`config.mk`:
```
export PLATFORM = sky130hd
export DESIGN_NAME = miner_nonce_dispatcher
export DESIGN_NICKNAME = d
export VERILOG_FILES = /design/src/rtl/miner_pkg.sv /design/src/rtl/miner_nonce_msg_builder.sv /design/src/rtl/miner_nonce_dispatcher.sv
export SDC_FILE = /design/constraint.sdc
export NUM_CORES = 2
export LEC_CHECK = 0
export CAP_MARGIN = 20
export CORE_AREA = 2 2 733 735
export CTS_CLUSTER_SIZE = 12
export DETAILED_ROUTE_END_ITERATION = 10
export DIE_AREA = 0 0 735 737
export PLACE_DENSITY = 0.39
export SLEW_MARGIN = 20
export SYNTH_ARGS = -nofsm -noshare
export SYNTH_HDL_FRONTEND = slang
export SYNTH_SLANG_ARGS = --single-unit
export TNS_END_PERCENT = 10
```
`constraint.sdc`:
```
create_clock -name clk -period 7.6 [get_ports clk]
set_clock_uncertainty 0.2 [all_clocks]
set_input_delay 1.52 -clock clk [delete_from_list [all_inputs] [get_ports clk]]
set_output_delay 1.52 -clock clk [all_outputs]
set_load 0.005 [all_outputs]
```
`src/rtl/miner_pkg.sv`:
```
// rtl/miner_pkg.sv - shared types and constants for the miner job dispatcher
package miner_pkg;

  typedef enum logic [2:0] {
    IDLE,
    LAUNCH,
    WAIT,
    CHECK,
    DONE,
    DRAIN
  } state_t;

  localparam int HDR_BITS   = 608;
  localparam int MSG_BITS   = 640;
  localparam int TGT_BITS   = 256;
  localparam int NONCE_BITS = 32;

  localparam logic [0:7][31:0] SHA256_IV = {
    32'h6a09e667, 32'hbb67ae85, 32'h3c6ef372, 32'ha54ff53a,
    32'h510e527f, 32'h9b05688c, 32'h1f83d9ab, 32'h5be0cd19
  };

  // Nonce travels little-endian inside the block header.
  function automatic logic [31:0] bswap32(input logic [31:0] v);
    return {v[7:0], v[15:8], v[23:16], v[31:24]};
  endfunction

endpackage

```
`src/rtl/miner_nonce_msg_builder.sv`:
```
// rtl/miner_nonce_msg_builder.sv - packs header prefix and nonce bytes into the core message
module miner_nonce_msg_builder
  import miner_pkg::*;
(
  input  logic [0:HDR_BITS-1]   header,
  input  logic [NONCE_BITS-1:0] nonce,
  output logic [0:MSG_BITS-1]   message
);

  assign message = {header, bswap32(nonce)};

endmodule

```
`src/rtl/miner_nonce_dispatcher.sv`:
```
// rtl/miner_nonce_dispatcher.sv - walks a nonce range through one miner core and reports the outcome
module miner_nonce_dispatcher
  import miner_pkg::*;
#(
  parameter int TIMEOUT_CYCLES = 1023,
  parameter int CNT_W          = 10
) (
  input  logic                  clk,
  input  logic                  n_rst,
  input  logic                  job_valid,
  output logic                  job_ready,
  input  logic [0:HDR_BITS-1]   job_header,
  input  logic [0:TGT_BITS-1]   job_target,
  input  logic [NONCE_BITS-1:0] nonce_start,
  input  logic [NONCE_BITS-1:0] nonce_end,
  input  logic                  abort,
  output logic                  hash_enable,
  output logic [0:MSG_BITS-1]   message,
  input  logic                  finished,
  input  logic [0:TGT_BITS-1]   hash,
  output logic                  result_valid,
  input  logic                  result_ack,
  output logic                  found,
  output logic                  timeout_err,
  output logic [NONCE_BITS-1:0] found_nonce,
  output logic [31:0]           hashes_done
);

  // WAIT starts one cycle after hash_enable and the error flag lands one cycle after
  // the decision, so expiring at TIMEOUT_CYCLES-2 shows timeout_err at exactly TIMEOUT_CYCLES.
  localparam logic [CNT_W-1:0] EXPIRE_AT = CNT_W'(TIMEOUT_CYCLES - 2);

  state_t                  state_q, state_d;
  logic [0:HDR_BITS-1]     hdr_q;
  logic [0:TGT_BITS-1]     target_q, hash_q;
  logic [NONCE_BITS-1:0]   nonce_q, end_q;
  logic [CNT_W-1:0]        cnt_q;
  logic                    expired, hit, last;

  assign expired      = (cnt_q == EXPIRE_AT);
  assign hit          = (hash_q <= target_q);
  assign last         = (nonce_q == end_q);
  assign job_ready    = (state_q == IDLE);
  assign hash_enable  = (state_q == LAUNCH);
  assign result_valid = (state_q == DONE);

  miner_nonce_msg_builder u_msg (
    .header  (hdr_q),
    .nonce   (nonce_q),
    .message (message)
  );

  always_ff @(posedge clk or negedge n_rst) begin
    if (!n_rst) state_q <= IDLE;
    else        state_q <= state_d;
  end

  always_comb begin
    state_d = state_q;
    case (state_q)
      IDLE:   if (job_valid) state_d = LAUNCH;
      LAUNCH: state_d = abort ? IDLE : WAIT;
      WAIT: begin
        // An abort that coincides with the core finishing has nothing left to drain.
        if (abort)         state_d = (finished || expired) ? IDLE : DRAIN;
        else if (finished) state_d = CHECK;
        else if (expired)  state_d = DONE;
      end
      CHECK: begin
        if (abort)            state_d = IDLE;
        else if (hit || last) state_d = DONE;
        else                  state_d = LAUNCH;
      end
      DONE:   if (result_ack) state_d = IDLE;
      DRAIN:  if (finished || expired) state_d = IDLE;
      default: state_d = IDLE;
    endcase
  end

  always_ff @(posedge clk or negedge n_rst) begin
    if (!n_rst) begin
      hdr_q       <= '0;
      target_q    <= '0;
      hash_q      <= '0;
      nonce_q     <= '0;
      end_q       <= '0;
      cnt_q       <= '0;
      hashes_done <= '0;
      found       <= 1'b0;
      timeout_err <= 1'b0;
      found_nonce <= '0;
    end else begin
      case (state_q)
        IDLE: if (job_valid) begin
          hdr_q       <= job_header;
          target_q    <= job_target;
          nonce_q     <= nonce_start;
          end_q       <= nonce_end;
          hashes_done <= '0;
        end
        LAUNCH: cnt_q <= '0;
        WAIT: begin
          cnt_q <= cnt_q + 1'b1;
          if (!abort && finished) begin
            hash_q <= hash;
            if (hashes_done != 32'hFFFF_FFFF) hashes_done <= hashes_done + 32'd1;
          end else if (!abort && expired) begin
            timeout_err <= 1'b1;
            found_nonce <= nonce_q;
          end
        end
        CHECK: if (!abort) begin
          if (hit) begin
            found       <= 1'b1;
            found_nonce <= nonce_q;
          end else if (last) begin
            found_nonce <= nonce_q;
          end else begin
            nonce_q <= nonce_q + 32'd1;
          end
        end
        DONE: if (result_ack) begin
          found       <= 1'b0;
          timeout_err <= 1'b0;
        end
        DRAIN: cnt_q <= cnt_q + 1'b1;
        default: ;
      endcase
    end
  end

endmodule

```
* Word level (Yosys, flattened, before mapping) *
Index checks and enable logic that the tools add are counted.

operators by class
  add/subtract/negate cells = 3
  magnitude comparators = 1
  equal/unequal tests = 21
  muxes and demuxes = 34
  reduce and logical (&&, ||, !) cells = 21

operators by type and width
  operator               number
  $mux 32                12
  $le 256x256->1         1
  $pmux 32 s2            3
  $add 32x1->32 const B  2
  $eq 32x32->1           1
  $ne 32x32->1 const B   1
  $mux 3                 9
  $ne 2x2->1 const B     10
  $pmux 10 s2            1
  $pmux 3 s6             1
  $reduce_and 4->1       4
  $reduce_bool 2->1      6
  $add 10x1->10 const B  1
  $eq 10x10->1 const B   1
  $reduce_and 5->1       2
  $eq 3x2->1 const B     2
  $eq 3x3->1 const B     2
  $mux 1                 5
  $ne 4x4->1 const B     1
  $pmux 1 s2             2
  $reduce_and 2->1       2
  $eq 3x1->1 const B     1
  $logic_not 3->1        1
  $ne 3x3->1 const B     1
  6 further kinds        8

storage, ports and cells
  register bits = 1263
  input bits = 1190

* Longest topological paths before layout *
  depth after elaboration = 5
  depth in mapped cells = 13
  mapped depth without buffers = 12

* Hierarchy *
From an unflattened synthesis, not the netlist that was laid out.

unflattened totals
  cell total of the unflattened synthesis = 6844
  area, all modules = 59829.9 µm²

by module, submodules not included
  module                   instances  cells each  area an instance (µm²)  sequential area each (µm²)
  miner_nonce_dispatcher   1          6204        55025.3                 31605.3
  miner_nonce_msg_builder  1          640         4804.6                  0.0

* Least setup slack after synthesis *
No wires, ideal clock.

  kind = input to output
  start = input abort
  end = output hash_enable
  arrival = 2.170 ns
  required time = 5.880 ns
  path slack = 3.710 ns
  stages = 5
  path buffers = 0
  cell sequence = nor3_1 nor2b_1 nor3_1 nand2_1 inv_1

RTL lines
  what             RTL line                      RTL
  start, declared  miner_nonce_dispatcher.sv:16  input logic abort,
  end, declared    miner_nonce_dispatcher.sv:17  output logic hash_enable,

==> impl_metrics.tcl <==
set metrics [dict create \
    status "finished clean" \
    grt_pass1_vias 50000 \
    htree_levels 4 \
    ios 1899 \
    syn-instance-count 5680 \
    rsz0062_at_grt "false" \
    synth_seq_area_share_pct 57.8 \
    fin_nets 9029 \
    worstPathMaxFanout 7 \
    grt_start_max_net_pins 174 \
    first_pass_iters 6 \
    clk_latency_ps 940 \
    report.final.slew_viol_count 0 \
    netlist_top_cells_area "dfrtp_1 (58%), nand2_1 (16%), ha_1 (6.0%)" \
    synthTopCellsByCount "nand2_1 (2,316), dfrtp_1 (1,263), o21ai_0 (334)" \
    post_cts_resized 0 \
    synth_area_sq_um 54700 \
    fp.dieH_um 737 \
    routed_wl_mm 407 \
    cts_made_buffers 181 \
    cts_hold_buf 0 \
    row_count 269 \
    powerDensity_nw_per_um2 426 \
    drc 0 \
    multi_input_area_sq_um 21100 \
    finalHoldViolCount 0 \
    path_class "in2out" \
    num_vias 49600 \
    peakVddDrop_uv 257 \
    dieArea_sq_um 542000 \
    die_width_um 735 \
    cts_sinks 1263 \
    grt_overflow 0 \
    grt_first_pass_wirelength_mm 519 \
    synth_seq_cells 1263 \
    grt_use_total_pct 14.4 \
    seq_area_sq_um 31600 \
    p_leak_nw 38.5 \
    cts_tree "yes" \
    wl_per_cell_um 27.5 \
    instances_no_fill 14800 \
    holdWs_ps 271 \
    antenna_found_initial 244 \
    vias_per_cell 3.35 \
    fin_tns_setup_ps 0 \
    synth-edff-count 0 \
    start_util_pct 10.2 \
    synth_largest_area_cell "dfrtp_1" \
    cts_root_buffer "clkbuf_16" \
    synth_top_area_share_pct 57.8 \
    clockBufferDepth 4 \
    post-place-cells 14400 \
    critical_path_arrival_ps 3770 \
    worstMarginPinSlew_ps 1130 \
    drive_gt1_share_pct 8.38 \
    n_fill_cell 60100 \
    async_flop_share_pct 100 \
    min_path_type "reg2reg" \
    setup_viol 0 \
    ys.flop_type "dfrtp_1" \
    startpoint_type "primary input" \
    yosysMostFrequentCell "nand2_1" \
    max_slew_margin_pct 24.7 \
    clk_pin_slew_ps 40 \
    min_period_over_period_pct 72.2 \
    syn_avg_cell_area_sq_um 9.62 \
    route.antenna.remaining_nets 0 \
    routabilityCongestion 0.998 \
    yosysWarnings 0 \
    endpoint_kind "primary output" \
    max_cap_violations 0 \
    syn-num-nets 7130 \
    area_growth_pct 62.2 \
    core_area_sq_um 534000 \
    portBuffers 1898 \
    post-cts-setup-buffer-count 0 \
    fmax_ghz 0.182 \
    layout_min_cycle_time_ps 5490 \
    critPathRequiredTime_ps 5880 \
    drt_iter0_markers 3839 \
    dpl.hpwl_mm 338 \
    synth.distinct_cells 60 \
]
==> worst paths after layout <==
check | start | end | slack (ps) | cells after the start
max | abort | hash_enable | 2110 | 7
min | hdr_q[204] | hdr_q[204] | 270 | 2
max reg2reg | hash_q[17] | found_nonce[13] | 2320 | 11
min reg2reg | hdr_q[204] | hdr_q[204] | 270 | 2
max in group asynchronous | n_rst | target_q[45] | 5160 | 3
min in group asynchronous | n_rst | hdr_q[242] | 420 | 1
==> logic make-up (layout without fill, tap and decap cells) <==
family | after synthesis | in the layout | share of synthesized area [%]
AO/OA/AOI/OAI | 602 | 602 | 6.09
XOR/XNOR | 61 | 61 | 0.977
adder cells (fa/ha/maj) | 260 | 260 | 5.95
buffers and inverters | 540 | 2579 | 3.75
flip-flops | 1263 | 1263 | 57.8
multiplexers | 291 | 291 | 5.99
other | 0 | 58 | 0
AND/OR/NAND/NOR | 2663 | 2663 | 19.4
==> state kept, by name, indices dropped and copies added (netlist names) <==
| name | cells |
|---|---|
| hashes_done | 32 |
| cnt_q | 10 |
| found_nonce | 32 |
| found | 1 |
| hdr_q | 608 |
| timeout_err | 1 |
| nonce_q | 32 |
| hash_q | 256 |
| state_q | 3 |
| target_q | 256 |
| end_q | 32 |
==> cell type report <==
cell class	count	area share, %
clock inverter	65	1.00
multi-input combinational	3877	23.8
antenna	58	0.164
sequential	1263	35.7
inverter	277	1.17
timing repair buffer	1979	22.4
clock buffer	258	5.91
tap	7046	9.95
==> per-layer routing <==
layer	global-route usage, %	part of all wire, %
met1	17.2	40
met2	20.9	41
met3	8.46	14
met4	5.87	4.7
met5	1.19	0.41
==> report_power, final <==
group          internal, mW  switching, mW
clock network          5.20           3.76
registers              9.90           2.48
logic                  6.79           9.63
total                  21.9           15.9
==> layout by cell type, fill, tap and decap left out, types with 73 or more instances in the layout <==
cell type        instances
clkbuf_16              181
nor2_1                  73
inv_1                  277
a21oi_1                162
mux2_2                 258
dfrtp_1               1263
ha_1                   260
nand2_1               2315
clkdlybuf4s50_1       1897
nand4_1                 86
o21ai_0                334
==> through the flow <==
stage	total power [mW]	util, %	setup WS [ps]	instance area (sq um)
2_1_floorplan	18.1	-	3710	54700
3_3_place_gp	29.0	15.4	2160	82400
3_5_place_dp	29.0	15.4	2100	82400
4_1_cts	38.4	16.6	2090	88500
5_1_grt	40.4	16.6	1830	88600
6_report	37.8	16.6	2110	88600
==> worst max-delay path, cell delays in order <==
cell and delay, ps:
clkdlybuf4s50_1 620, nor3_1 110, nor2b_1 140, nor3_1 330, nand2_1 240, inv_1 100
clkdlybuf4s50_1 690
(Power assumes the default switching activity.)
